**config.mk**
```make
export PLATFORM = sky130hd
export DESIGN_NAME = ysyx_22041207_pipe_ctrl_flat
export DESIGN_NICKNAME = d
export VERILOG_FILES = /design/src/rtl/ysyx_22041207_pipe_ctrl_pkg.sv /design/src/rtl/ysyx_22041207_pipe_ctrl_if.sv /design/src/rtl/ysyx_22041207_pipe_ctrl_hazard_detect.sv /design/src/rtl/ysyx_22041207_pipe_ctrl.sv /design/src/flat_wrapper.sv
export SDC_FILE = /design/constraint.sdc
export NUM_CORES = 1
export LEC_CHECK = 0
export ABC_AREA = 0
export CORE_MARGIN = 4
export CORE_UTILIZATION = 35
export DETAILED_ROUTE_END_ITERATION = 7
export GPL_ROUTABILITY_DRIVEN = 0
export SETUP_SLACK_MARGIN = 0.15
export SYNTH_ARGS = -nofsm -noshare
export SYNTH_HDL_FRONTEND = slang
export SYNTH_SLANG_ARGS = --single-unit
```
**constraint.sdc**
```tcl
create_clock -name clk -period 2.6 [get_ports clk]
set_clock_uncertainty 0.2 [all_clocks]
set_input_delay 0.65 -clock clk [delete_from_list [all_inputs] [get_ports clk]]
set_output_delay 0.65 -clock clk [all_outputs]
set_load 0.1 [all_outputs]
```
**src/rtl/ysyx_22041207_pipe_ctrl_pkg.sv**
```systemverilog
// Shared definitions for the pipeline sequencer: FSM encoding and default widths.
// Pure package, no logic.
// Not applicable.
package ysyx_22041207_pipe_ctrl_pkg;

    localparam int DEF_REG_AW = 5;
    localparam int DEF_CNT_W  = 32;

    typedef enum logic [1:0] {
        ST_RUN      = 2'd0,
        ST_MEM_WAIT = 2'd1,
        ST_DRAIN    = 2'd2,
        ST_ILLEGAL  = 2'd3
    } state_e;

endpackage

```
**src/rtl/ysyx_22041207_pipe_ctrl_if.sv**
```systemverilog
// Pipeline status/control bundle between the stage registers and the sequencer.
// Wires only, no latency.
// Not applicable.
interface ysyx_22041207_pipe_ctrl_if #(
    parameter int REG_AW = 5
);
    logic              id_valid;
    logic [REG_AW-1:0] id_rs1;
    logic              id_rs1_ren;
    logic [REG_AW-1:0] id_rs2;
    logic              id_rs2_ren;
    logic              ex_valid;
    logic [REG_AW-1:0] ex_rd;
    logic              ex_is_load;
    logic              ex_redirect;
    logic              mem_req;
    logic              mem_ready;
    logic              if_ready;

    logic              pc_hold;
    logic              ifid_bubble;
    logic              ifid_flush;
    logic              idex_flush;
    logic              ex_hold;
    logic              mem_hold;

    modport master (
        output id_valid, id_rs1, id_rs1_ren, id_rs2, id_rs2_ren,
               ex_valid, ex_rd, ex_is_load, ex_redirect,
               mem_req, mem_ready, if_ready,
        input  pc_hold, ifid_bubble, ifid_flush, idex_flush, ex_hold, mem_hold
    );

    modport slave (
        input  id_valid, id_rs1, id_rs1_ren, id_rs2, id_rs2_ren,
               ex_valid, ex_rd, ex_is_load, ex_redirect,
               mem_req, mem_ready, if_ready,
        output pc_hold, ifid_bubble, ifid_flush, idex_flush, ex_hold, mem_hold
    );
endinterface

```
**src/rtl/ysyx_22041207_pipe_ctrl_hazard_detect.sv**
```systemverilog
// Load-use hazard compare between the ID sources and the EX load destination.
// Latency: combinational.
// Backpressure: none; result feeds the sequencer's stall decision.
module ysyx_22041207_pipe_ctrl_hazard_detect #(
    parameter int REG_AW = 5
) (
    input  logic              id_valid,
    input  logic [REG_AW-1:0] id_rs1,
    input  logic              id_rs1_ren,
    input  logic [REG_AW-1:0] id_rs2,
    input  logic              id_rs2_ren,
    input  logic              ex_valid,
    input  logic [REG_AW-1:0] ex_rd,
    input  logic              ex_is_load,
    output logic              hazard
);
    logic rs1_hit;
    logic rs2_hit;

    assign rs1_hit = id_rs1_ren && (id_rs1 == ex_rd);
    assign rs2_hit = id_rs2_ren && (id_rs2 == ex_rd);

    // x0 is hardwired zero, so a load targeting it never produces a hazard
    assign hazard = id_valid && ex_valid && ex_is_load && (ex_rd != '0) && (rs1_hit || rs2_hit);
endmodule

```
**src/rtl/ysyx_22041207_pipe_ctrl.sv**
```systemverilog
// Pipeline sequencer: prioritises LSU wait > redirect > load-use > IF wait into hold/flush.
// Latency: outputs combinational from state and inputs; state and perf counters update on posedge.
// Backpressure: pc_hold/ifid_bubble/ex_hold/mem_hold freeze stages; flushes insert NOPs.
module ysyx_22041207_pipe_ctrl
    import ysyx_22041207_pipe_ctrl_pkg::*;
#(
    parameter int REG_AW = DEF_REG_AW,
    parameter int CNT_W  = DEF_CNT_W
) (
    input  logic                           clk,
    input  logic                           rst_n,
    ysyx_22041207_pipe_ctrl_if.slave       pif,
    output logic [1:0]                     state_o,
    output logic [CNT_W-1:0]               cnt_stall,
    output logic [CNT_W-1:0]               cnt_flush
);
    state_e state_q;
    state_e state_d;
    logic   hazard;
    logic   redir_acc;
    logic   pc_hold, ifid_bubble, ifid_flush, idex_flush, ex_hold, mem_hold;
    logic   mem_wait;

    ysyx_22041207_pipe_ctrl_hazard_detect #(.REG_AW(REG_AW)) u_hazard (
        .id_valid   (pif.id_valid),
        .id_rs1     (pif.id_rs1),
        .id_rs1_ren (pif.id_rs1_ren),
        .id_rs2     (pif.id_rs2),
        .id_rs2_ren (pif.id_rs2_ren),
        .ex_valid   (pif.ex_valid),
        .ex_rd      (pif.ex_rd),
        .ex_is_load (pif.ex_is_load),
        .hazard     (hazard)
    );

    assign mem_wait = pif.mem_req && !pif.mem_ready;

    always_comb begin
        state_d     = ST_RUN;
        redir_acc   = 1'b0;
        pc_hold     = 1'b0;
        ifid_bubble = 1'b0;
        ifid_flush  = 1'b0;
        idex_flush  = 1'b0;
        ex_hold     = 1'b0;
        mem_hold    = 1'b0;
        if (!rst_n) begin
            ifid_flush = 1'b1;
            idex_flush = 1'b1;
        end else begin
            unique case (state_q)
                ST_RUN: begin
                    if (mem_wait) begin
                        {pc_hold, ifid_bubble, ex_hold, mem_hold} = 4'b1111;
                        state_d = ST_MEM_WAIT;
                    end else if (pif.ex_redirect) begin
                        ifid_flush = 1'b1;
                        idex_flush = 1'b1;
                        redir_acc  = 1'b1;
                        state_d    = pif.if_ready ? ST_RUN : ST_DRAIN;
                    end else if (hazard) begin
                        pc_hold     = 1'b1;
                        ifid_bubble = 1'b1;
                        idex_flush  = 1'b1;
                    end else if (!pif.if_ready) begin
                        pc_hold    = 1'b1;
                        ifid_flush = 1'b1;
                    end
                end
                // EX is frozen, so a pending redirect or hazard re-presents once back in RUN
                ST_MEM_WAIT: begin
                    if (!pif.mem_ready) begin
                        {pc_hold, ifid_bubble, ex_hold, mem_hold} = 4'b1111;
                        state_d = ST_MEM_WAIT;
                    end
                end
                ST_DRAIN: begin
                    if (mem_wait) begin
                        {pc_hold, ifid_bubble, ex_hold, mem_hold} = 4'b1111;
                        state_d = ST_MEM_WAIT;
                    end else if (pif.ex_redirect) begin
                        ifid_flush = 1'b1;
                        idex_flush = 1'b1;
                        redir_acc  = 1'b1;
                        state_d    = ST_DRAIN;
                    end else begin
                        ifid_flush = 1'b1;
                        state_d    = pif.if_ready ? ST_RUN : ST_DRAIN;
                    end
                end
                default: state_d = ST_RUN;
            endcase
        end
    end

    always_ff @(posedge clk or negedge rst_n) begin
        if (!rst_n) begin
            state_q   <= ST_RUN;
            cnt_stall <= '0;
            cnt_flush <= '0;
        end else begin
            state_q <= state_d;
            if (pc_hold && (cnt_stall != {CNT_W{1'b1}}))
                cnt_stall <= cnt_stall + CNT_W'(1);
            if (redir_acc && (cnt_flush != {CNT_W{1'b1}}))
                cnt_flush <= cnt_flush + CNT_W'(1);
        end
    end

    assign state_o         = state_q;
    assign pif.pc_hold     = pc_hold;
    assign pif.ifid_bubble = ifid_bubble;
    assign pif.ifid_flush  = ifid_flush;
    assign pif.idex_flush  = idex_flush;
    assign pif.ex_hold     = ex_hold;
    assign pif.mem_hold    = mem_hold;
endmodule

```
**src/flat_wrapper.sv**
```systemverilog
// flat-port wrapper written by rule: the top's interface ports become plain ports
module ysyx_22041207_pipe_ctrl_flat import ysyx_22041207_pipe_ctrl_pkg::*;
#(
    parameter int REG_AW = DEF_REG_AW,
    parameter int CNT_W  = DEF_CNT_W
)
  (clk, rst_n, state_o, cnt_stall, cnt_flush, pif_id_valid, pif_id_rs1, pif_id_rs1_ren, pif_id_rs2, pif_id_rs2_ren, pif_ex_valid, pif_ex_rd, pif_ex_is_load, pif_ex_redirect, pif_mem_req, pif_mem_ready, pif_if_ready, pif_pc_hold, pif_ifid_bubble, pif_ifid_flush, pif_idex_flush, pif_ex_hold, pif_mem_hold);
  ysyx_22041207_pipe_ctrl_if #(.REG_AW(REG_AW)) pif_i ();
  input  logic clk;
  input  logic rst_n;
  output logic [1:0] state_o;
  output logic [CNT_W-1:0] cnt_stall;
  output logic [CNT_W-1:0] cnt_flush;
  input wire logic [$bits(pif_i.id_valid)-1:0] pif_id_valid;
  input wire logic [$bits(pif_i.id_rs1)-1:0] pif_id_rs1;
  input wire logic [$bits(pif_i.id_rs1_ren)-1:0] pif_id_rs1_ren;
  input wire logic [$bits(pif_i.id_rs2)-1:0] pif_id_rs2;
  input wire logic [$bits(pif_i.id_rs2_ren)-1:0] pif_id_rs2_ren;
  input wire logic [$bits(pif_i.ex_valid)-1:0] pif_ex_valid;
  input wire logic [$bits(pif_i.ex_rd)-1:0] pif_ex_rd;
  input wire logic [$bits(pif_i.ex_is_load)-1:0] pif_ex_is_load;
  input wire logic [$bits(pif_i.ex_redirect)-1:0] pif_ex_redirect;
  input wire logic [$bits(pif_i.mem_req)-1:0] pif_mem_req;
  input wire logic [$bits(pif_i.mem_ready)-1:0] pif_mem_ready;
  input wire logic [$bits(pif_i.if_ready)-1:0] pif_if_ready;
  output wire logic [$bits(pif_i.pc_hold)-1:0] pif_pc_hold;
  output wire logic [$bits(pif_i.ifid_bubble)-1:0] pif_ifid_bubble;
  output wire logic [$bits(pif_i.ifid_flush)-1:0] pif_ifid_flush;
  output wire logic [$bits(pif_i.idex_flush)-1:0] pif_idex_flush;
  output wire logic [$bits(pif_i.ex_hold)-1:0] pif_ex_hold;
  output wire logic [$bits(pif_i.mem_hold)-1:0] pif_mem_hold;
  assign pif_i.id_valid = pif_id_valid;
  assign pif_i.id_rs1 = pif_id_rs1;
  assign pif_i.id_rs1_ren = pif_id_rs1_ren;
  assign pif_i.id_rs2 = pif_id_rs2;
  assign pif_i.id_rs2_ren = pif_id_rs2_ren;
  assign pif_i.ex_valid = pif_ex_valid;
  assign pif_i.ex_rd = pif_ex_rd;
  assign pif_i.ex_is_load = pif_ex_is_load;
  assign pif_i.ex_redirect = pif_ex_redirect;
  assign pif_i.mem_req = pif_mem_req;
  assign pif_i.mem_ready = pif_mem_ready;
  assign pif_i.if_ready = pif_if_ready;
  assign pif_pc_hold = pif_i.pc_hold;
  assign pif_ifid_bubble = pif_i.ifid_bubble;
  assign pif_ifid_flush = pif_i.ifid_flush;
  assign pif_idex_flush = pif_i.idex_flush;
  assign pif_ex_hold = pif_i.ex_hold;
  assign pif_mem_hold = pif_i.mem_hold;
  ysyx_22041207_pipe_ctrl #(.REG_AW(REG_AW), .CNT_W(CNT_W)) u_core (.clk(clk), .rst_n(rst_n), .pif(pif_i), .state_o(state_o), .cnt_stall(cnt_stall), .cnt_flush(cnt_flush));
endmodule
```
# Word-level counts from Yosys, hierarchy flattened
# Index checks and enable logic that the tools add are counted.
# classes
addsub	2
n_eq_ne	6
n_mux	37
n_reduce_logical	14
# op_table
cell	count
$add A32 B1 Y32 const B	2
$ne A32 B32 Y1 const B	2
$mux W1	25
$mux W2	6
$eq A5 B5 Y1	2
$logic_and A1 B1 Y1	9
$pmux W1 S2	3
$pmux W1 S3	2
$pmux W2 S3	1
$reduce_bool A5 Y1	1
$eq A2 B1 Y1 const B	1
$eq A2 B2 Y1 const B	1
$logic_not A2 Y1	1
$reduce_or A2 Y1	1
$logic_not A1 Y1	1
$logic_or A1 B1 Y1	1
# totals
regBits	66
in_bits	26
output_inout_bits	72
elab_cells	62

# Depth between registers and ports, before layout
# logic_depth
ltp_word	10
mapped_depth	8
ltp_nobuf	7

# Modules after synthesis
# A second synthesis with hierarchy kept.
# unflattened
cells_unflattened	352
area_unflattened_um2	3525.9
# by_module_without_submodules
module	instances	cells_per_inst	area_each_um2	seq_area_each_um2
ysyx_22041207_pipe_ctrl	1	335	3394.5	1651.6
ysyx_22041207_pipe_ctrl_hazard_detect	1	17	131.4	0.0

# Worst setup path after synthesis
# No wires, ideal clock.
# synth_path
path_type	input to output
from	input pif_ex_rd[1]
to	output pif_idex_flush
arrival_ns	3.432
required_time_ns	1.750
setup_slack_ns	-1.682
path_stages	6
n_path_buf	0
path_cell_list	xnor2_1 > nand4_1 > o22ai_1 > and2_1 > a21oi_1 > o21ai_0
# synth_via
elab_chain_cells	9
elab_cells_between_ends	13
classes_between	eq/ne: 2; mux: 5; reduce/logical: 6
# synth_rtl
item	line_no	rtl
start: declaration	flat_wrapper.sv:20	input wire logic [$bits(pif_i.ex_rd)-1:0] pif_ex_rd;
$eq A5 B5 Y1 (on tied branches)	ysyx_22041207_pipe_ctrl_hazard_detect.sv:20, ysyx_22041207_pipe_ctrl_hazard_detect.sv:21	
$logic_and A1 B1 Y1 (on tied branches)	ysyx_22041207_pipe_ctrl_hazard_detect.sv:20, ysyx_22041207_pipe_ctrl_hazard_detect.sv:21	
$logic_or A1 B1 Y1	ysyx_22041207_pipe_ctrl_hazard_detect.sv:24	assign hazard = id_valid && ex_valid && ex_is_load && (ex_rd != '0) && (rs1_hit || rs2_hit);
$logic_and A1 B1 Y1 (*)	ysyx_22041207_pipe_ctrl_hazard_detect.sv:24	
$mux W1 (*)	ysyx_22041207_pipe_ctrl.sv:61	end else if (hazard) begin
$mux W1 (*)	ysyx_22041207_pipe_ctrl.sv:56	end else if (pif.ex_redirect) begin
$mux W1 (*)	ysyx_22041207_pipe_ctrl.sv:53	if (mem_wait) begin
$pmux W1 S2 (*)	ysyx_22041207_pipe_ctrl.sv:51	unique case (state_q)
$mux W1 (*)	ysyx_22041207_pipe_ctrl.sv:47	if (!rst_n) begin
end: declaration	flat_wrapper.sv:29	output wire logic [$bits(pif_i.idex_flush)-1:0] pif_idex_flush;
# Every way passes the cells marked *; elsewhere a longest branch is shown, timed or not.

# Final worst setup path
# layout_path
from	input pif_id_rs1[1]
to	output pif_idex_flush
# layout_via
elab_chain_cells	9
# layout_rtl
item	line_no	rtl
start: declaration	flat_wrapper.sv:15	input wire logic [$bits(pif_i.id_rs1)-1:0] pif_id_rs1;
$eq A5 B5 Y1	ysyx_22041207_pipe_ctrl_hazard_detect.sv:20	assign rs1_hit = id_rs1_ren && (id_rs1 == ex_rd);
$logic_and A1 B1 Y1	ysyx_22041207_pipe_ctrl_hazard_detect.sv:20	
$logic_or A1 B1 Y1	ysyx_22041207_pipe_ctrl_hazard_detect.sv:24	
$logic_and A1 B1 Y1	ysyx_22041207_pipe_ctrl_hazard_detect.sv:24	
$mux W1	ysyx_22041207_pipe_ctrl.sv:61	
$mux W1	ysyx_22041207_pipe_ctrl.sv:56	
$mux W1	ysyx_22041207_pipe_ctrl.sv:53	
$pmux W1 S2	ysyx_22041207_pipe_ctrl.sv:51	
$mux W1	ysyx_22041207_pipe_ctrl.sv:47	
# No other way between the ends.

==> flow_summary_export.csv <==
group,metric,value,unit
status,status,"complete, but fails checks",
status,violations,"negative setup slack",
clock_network,clkTransAtPathRegs,0.08,ns
finish,nNetsFinal,495,
job,cap_violations,0,
detailed_routing,num_vias,2934,
floorplanning,io_pins,98,
synth,synth_top_area_frac,0.4853,
global_route,grt_max_degree,44,
clock_network,clk_path_buf_depth,2,
floorplanning,core_area,0.009371,sq mm
timing,setup_ws,-0.07675,ns
clock_network,htreeDepth,3,
worst_setup_path,crit_start,"pif_id_rs1[1]",
synth,ys_warn_count,0,
floorplanning,fp.dieW,106.6,microns
timing,period_share,1.030,
pwr,ir_worst_vdd,0.001250,V
detailed_routing,wl_per_cell,14.30,microns
global_route,grt_usage,0.1587,
timing,finalSetupViolCount,6,
global_route,grt_first_pass_wirelength,14460,microns
clock_network,clock_latency,0.35,ns
synth,synth-seq-area-share,0.4853,
detailed_routing,highest_layer,"met4",
pwr,p_per_area,639.2,mW/mm^2
worst_setup_path,slowest_stage,"and2_4",
finish,drive_above_1_share,0.5148,
worst_setup_path,r2r_start,"u_core.cnt_flush[22]",
detailed_routing,drcViolationCount,0,
worst_setup_path,cp.required,1.75,ns
clock_network,cts_hold_buffers,0,
detailed_routing,final_antenna_net_count,0,
global_route,grt_overflow_total,0,
pwr,power.leakage,2.222,nW
worst_setup_path,endpoint_kind,"primary output",
clock_network,cts.sinks,66,
worst_hold_path,hold_path.class,"input port to asynchronous set/reset pin",
timing,slew_viol_final,0,
detailed_routing,wl_met1,3882,microns
floorplanning,initial_utilization,0.3632,
synth,syn_avg_cell_area,10.07,sq um
synth,synth_top_area_cell,"dfrtp_1",
worst_setup_path,cp-start-kind,"input port",
worst_setup_path,crit_type,"input port to primary output",
worst_setup_path,reg2reg_depth,6,
finish,n_antenna_cell,0,
clock_network,cts_buffers,9,
detailed_routing,via_per_inst,4.882,
timing,slew_headroom,0.6353,
worst_setup_path,reg2reg_slack,0.21,ns
worst_setup_path,reg2reg_to,"u_core.cnt_flush[5]",
placement,placement.io_buffers,97,
synth,synth.area.top_cells,"dfrtp_1 49%, xnor2_1 14%, nand4_1 4.6%",
detailed_routing,drt-initial-drc-count,68,
finish,fill_cells,872,
placement,hpwl,6357,microns
timing,tightest_slew,0.5470,ns
pwr,p_total,0.003328,W
timing,min_period,2.677,ns
clock_network,cts_tree,"built",
global_route,grt_pass1_vias,2932,
synth,syn_inst,338,
floorplanning,die_area,0.01137,sq mm
worst_setup_path,crit_chain,"buf_6 -> xnor2_2 -> nand4_1 -> o22ai_2 -> and2_4 -> a21oi_4 -> o21ai_4 -> buf_12",
synth,async_reset_ff_frac,1.000,
detailed_routing,met2_length,4144,microns
floorplanning,num_rows,35,
worst_setup_path,cp_max_fo,3,
timing,hold_violations,0,
floorplanning,fp.dieH,106.6,microns
synth,netlist_area,0.003403,sq mm
synth,syn_nets,366,
synth,synth_ff_type,"dfrtp_1",
worst_setup_path,cp_slowest_stage_delay,0.21,ns
finish,fin_cells,601,
detailed_routing,wl_met3,447,microns
timing,rsz0062_at_grt,"yes",
global_route,antenna_found_initial,0,
timing,max_freq,373.6,MHz
clock_network,cts_root_buf,"clkbuf_8",
detailed_routing,wirelength,8595,microns
synth,synth_cell_type_count,44,
finish,syn2layout_area_growth,53.01,%
worst_setup_path,arrival,1.83,ns
timing,whs,0.06336,ns
synth,ys_seq_elements,66,
placement,dp.cells,575,
detailed_routing,firstDrtPassIters,4,
synth,synth_edf_count,0,
-- Yosys cell counts (all sizes together) (3+ instances only) --
master and number:
and3 11, xnor2 56, nor2 20, nand4 26
inv 13, buf 4, nor3b 3, a21oi 5
and2 6, nand3 25, dfrtp 66, xor2 16
or2 3, or3 3, clkbuf 3, nor3 16
nor4 7, nand2 31
-- layout make-up --
| cell class | instances | area, sq um | area share |
|---|---|---|---|
| multi-input combinational | 252 | 1986 | 0.3813 |
| sequential | 66 | 1795 | 0.3448 |
| timing repair buffer | 125 | 1028 | 0.1975 |
| tap | 129 | 161.4 | 0.03099 |
| clock buffer | 11 | 131.4 | 0.02523 |
| clock inverter | 5 | 56.30 | 0.01081 |
| inverter | 13 | 48.80 | 0.009371 |
-- flip-flops by register name, summed over array words and instances, names as in the netlist --
signal            flops
u_core.cnt_stall     32
u_core.cnt_flush     32
u_core.state_o        2
-- kinds of logic after synthesis --
logic type / count (synthesis) / synth area share
and+or+nand+nor: 162 / 0.2643
xor gates and xnor gates: 72 / 0.1853
DFF: 66 / 0.4853
buffers and inverters: 20 / 0.02537
AOI/OAI and AO/OA: 14 / 0.02610
adders and majority gates: 3 / 0.01029
muxes: 1 / 0.003309
-- metrics by stage --
step / worst slack, ns / utilization / setup TNS, ns / instance area (sq um)
after floorplan: -0.09971 / - / -0.4952 / 3810
after global placement: -0.5072 / 0.5220 / -8.476 / 4892
after detailed placement: -0.5597 / 0.5220 / -10.18 / 4892
after CTS: -0.07830 / 0.5407 / -0.2061 / 5067
after global routing: -0.1628 / 0.5557 / -0.7547 / 5207
final: -0.07675 / 0.5557 / -0.2734 / 5207
-- placed cells by master (no fill, tap or decap), drive strengths merged, types with 2 or more instances in the layout --
master / n
nor4: 7
nand2: 31
o22ai: 2
or3: 3
o21ai: 2
and2: 6
and3: 11
dfrtp: 66
nor3b: 3
clkbuf: 11
nor3: 16
or2: 3
xnor2: 56
o21bai: 2
inv: 13
nand4: 26
nand3: 25
clkinv: 3
a21oi: 5
dlygate4sd2: 8
xor2: 16
or4b: 2
nand2b: 2
nor2: 20
ha: 2
buf: 116
-- worst max-delay path by stage --
| stage | end | slack, ns | cells after the start |
|---|---|---|---|
| after global placement | pif_ifid_bubble | -0.51 | 8 |
| after CTS | pif_idex_flush | -0.08 | 8 |
| final | pif_idex_flush | -0.08 | 8 |
| after detailed placement | pif_idex_flush | -0.56 | 8 |
| after floorplan | pif_idex_flush | -0.1 | 6 |
| after global routing | pif_ifid_flush | -0.16 | 9 |
-- worst max-delay path, delay by kind of cell --
kind	cells	cell delay (ns)
AOI/OAI and AO/OA	3	0.41
and+or+nand+nor	2	0.33
buffers and inverters	2	0.29
xor gates and xnor gates	1	0.14
-- report_power, final --
part,switching (W),internal [W]
registers,0.000139,0.00115
logic,0.000867,0.000313
clock network,0.000412,0.000442
total,0.00142,0.00191
-- repair_timing --
action | in CTS | in global routing
endpoints found under the setup margin | 26 | 28
buffers inserted | 1 | 9
pin swaps | 22 | 7
gates resized for setup | 81 | 13
-- layer usage --
layer  GRT usage  vias up
met1      0.2149     1419
met4     0.05753        0
met5           0        -
met2      0.2500       70
met3     0.03552       10
li1            -     1435
(Power assumes the default switching activity.)
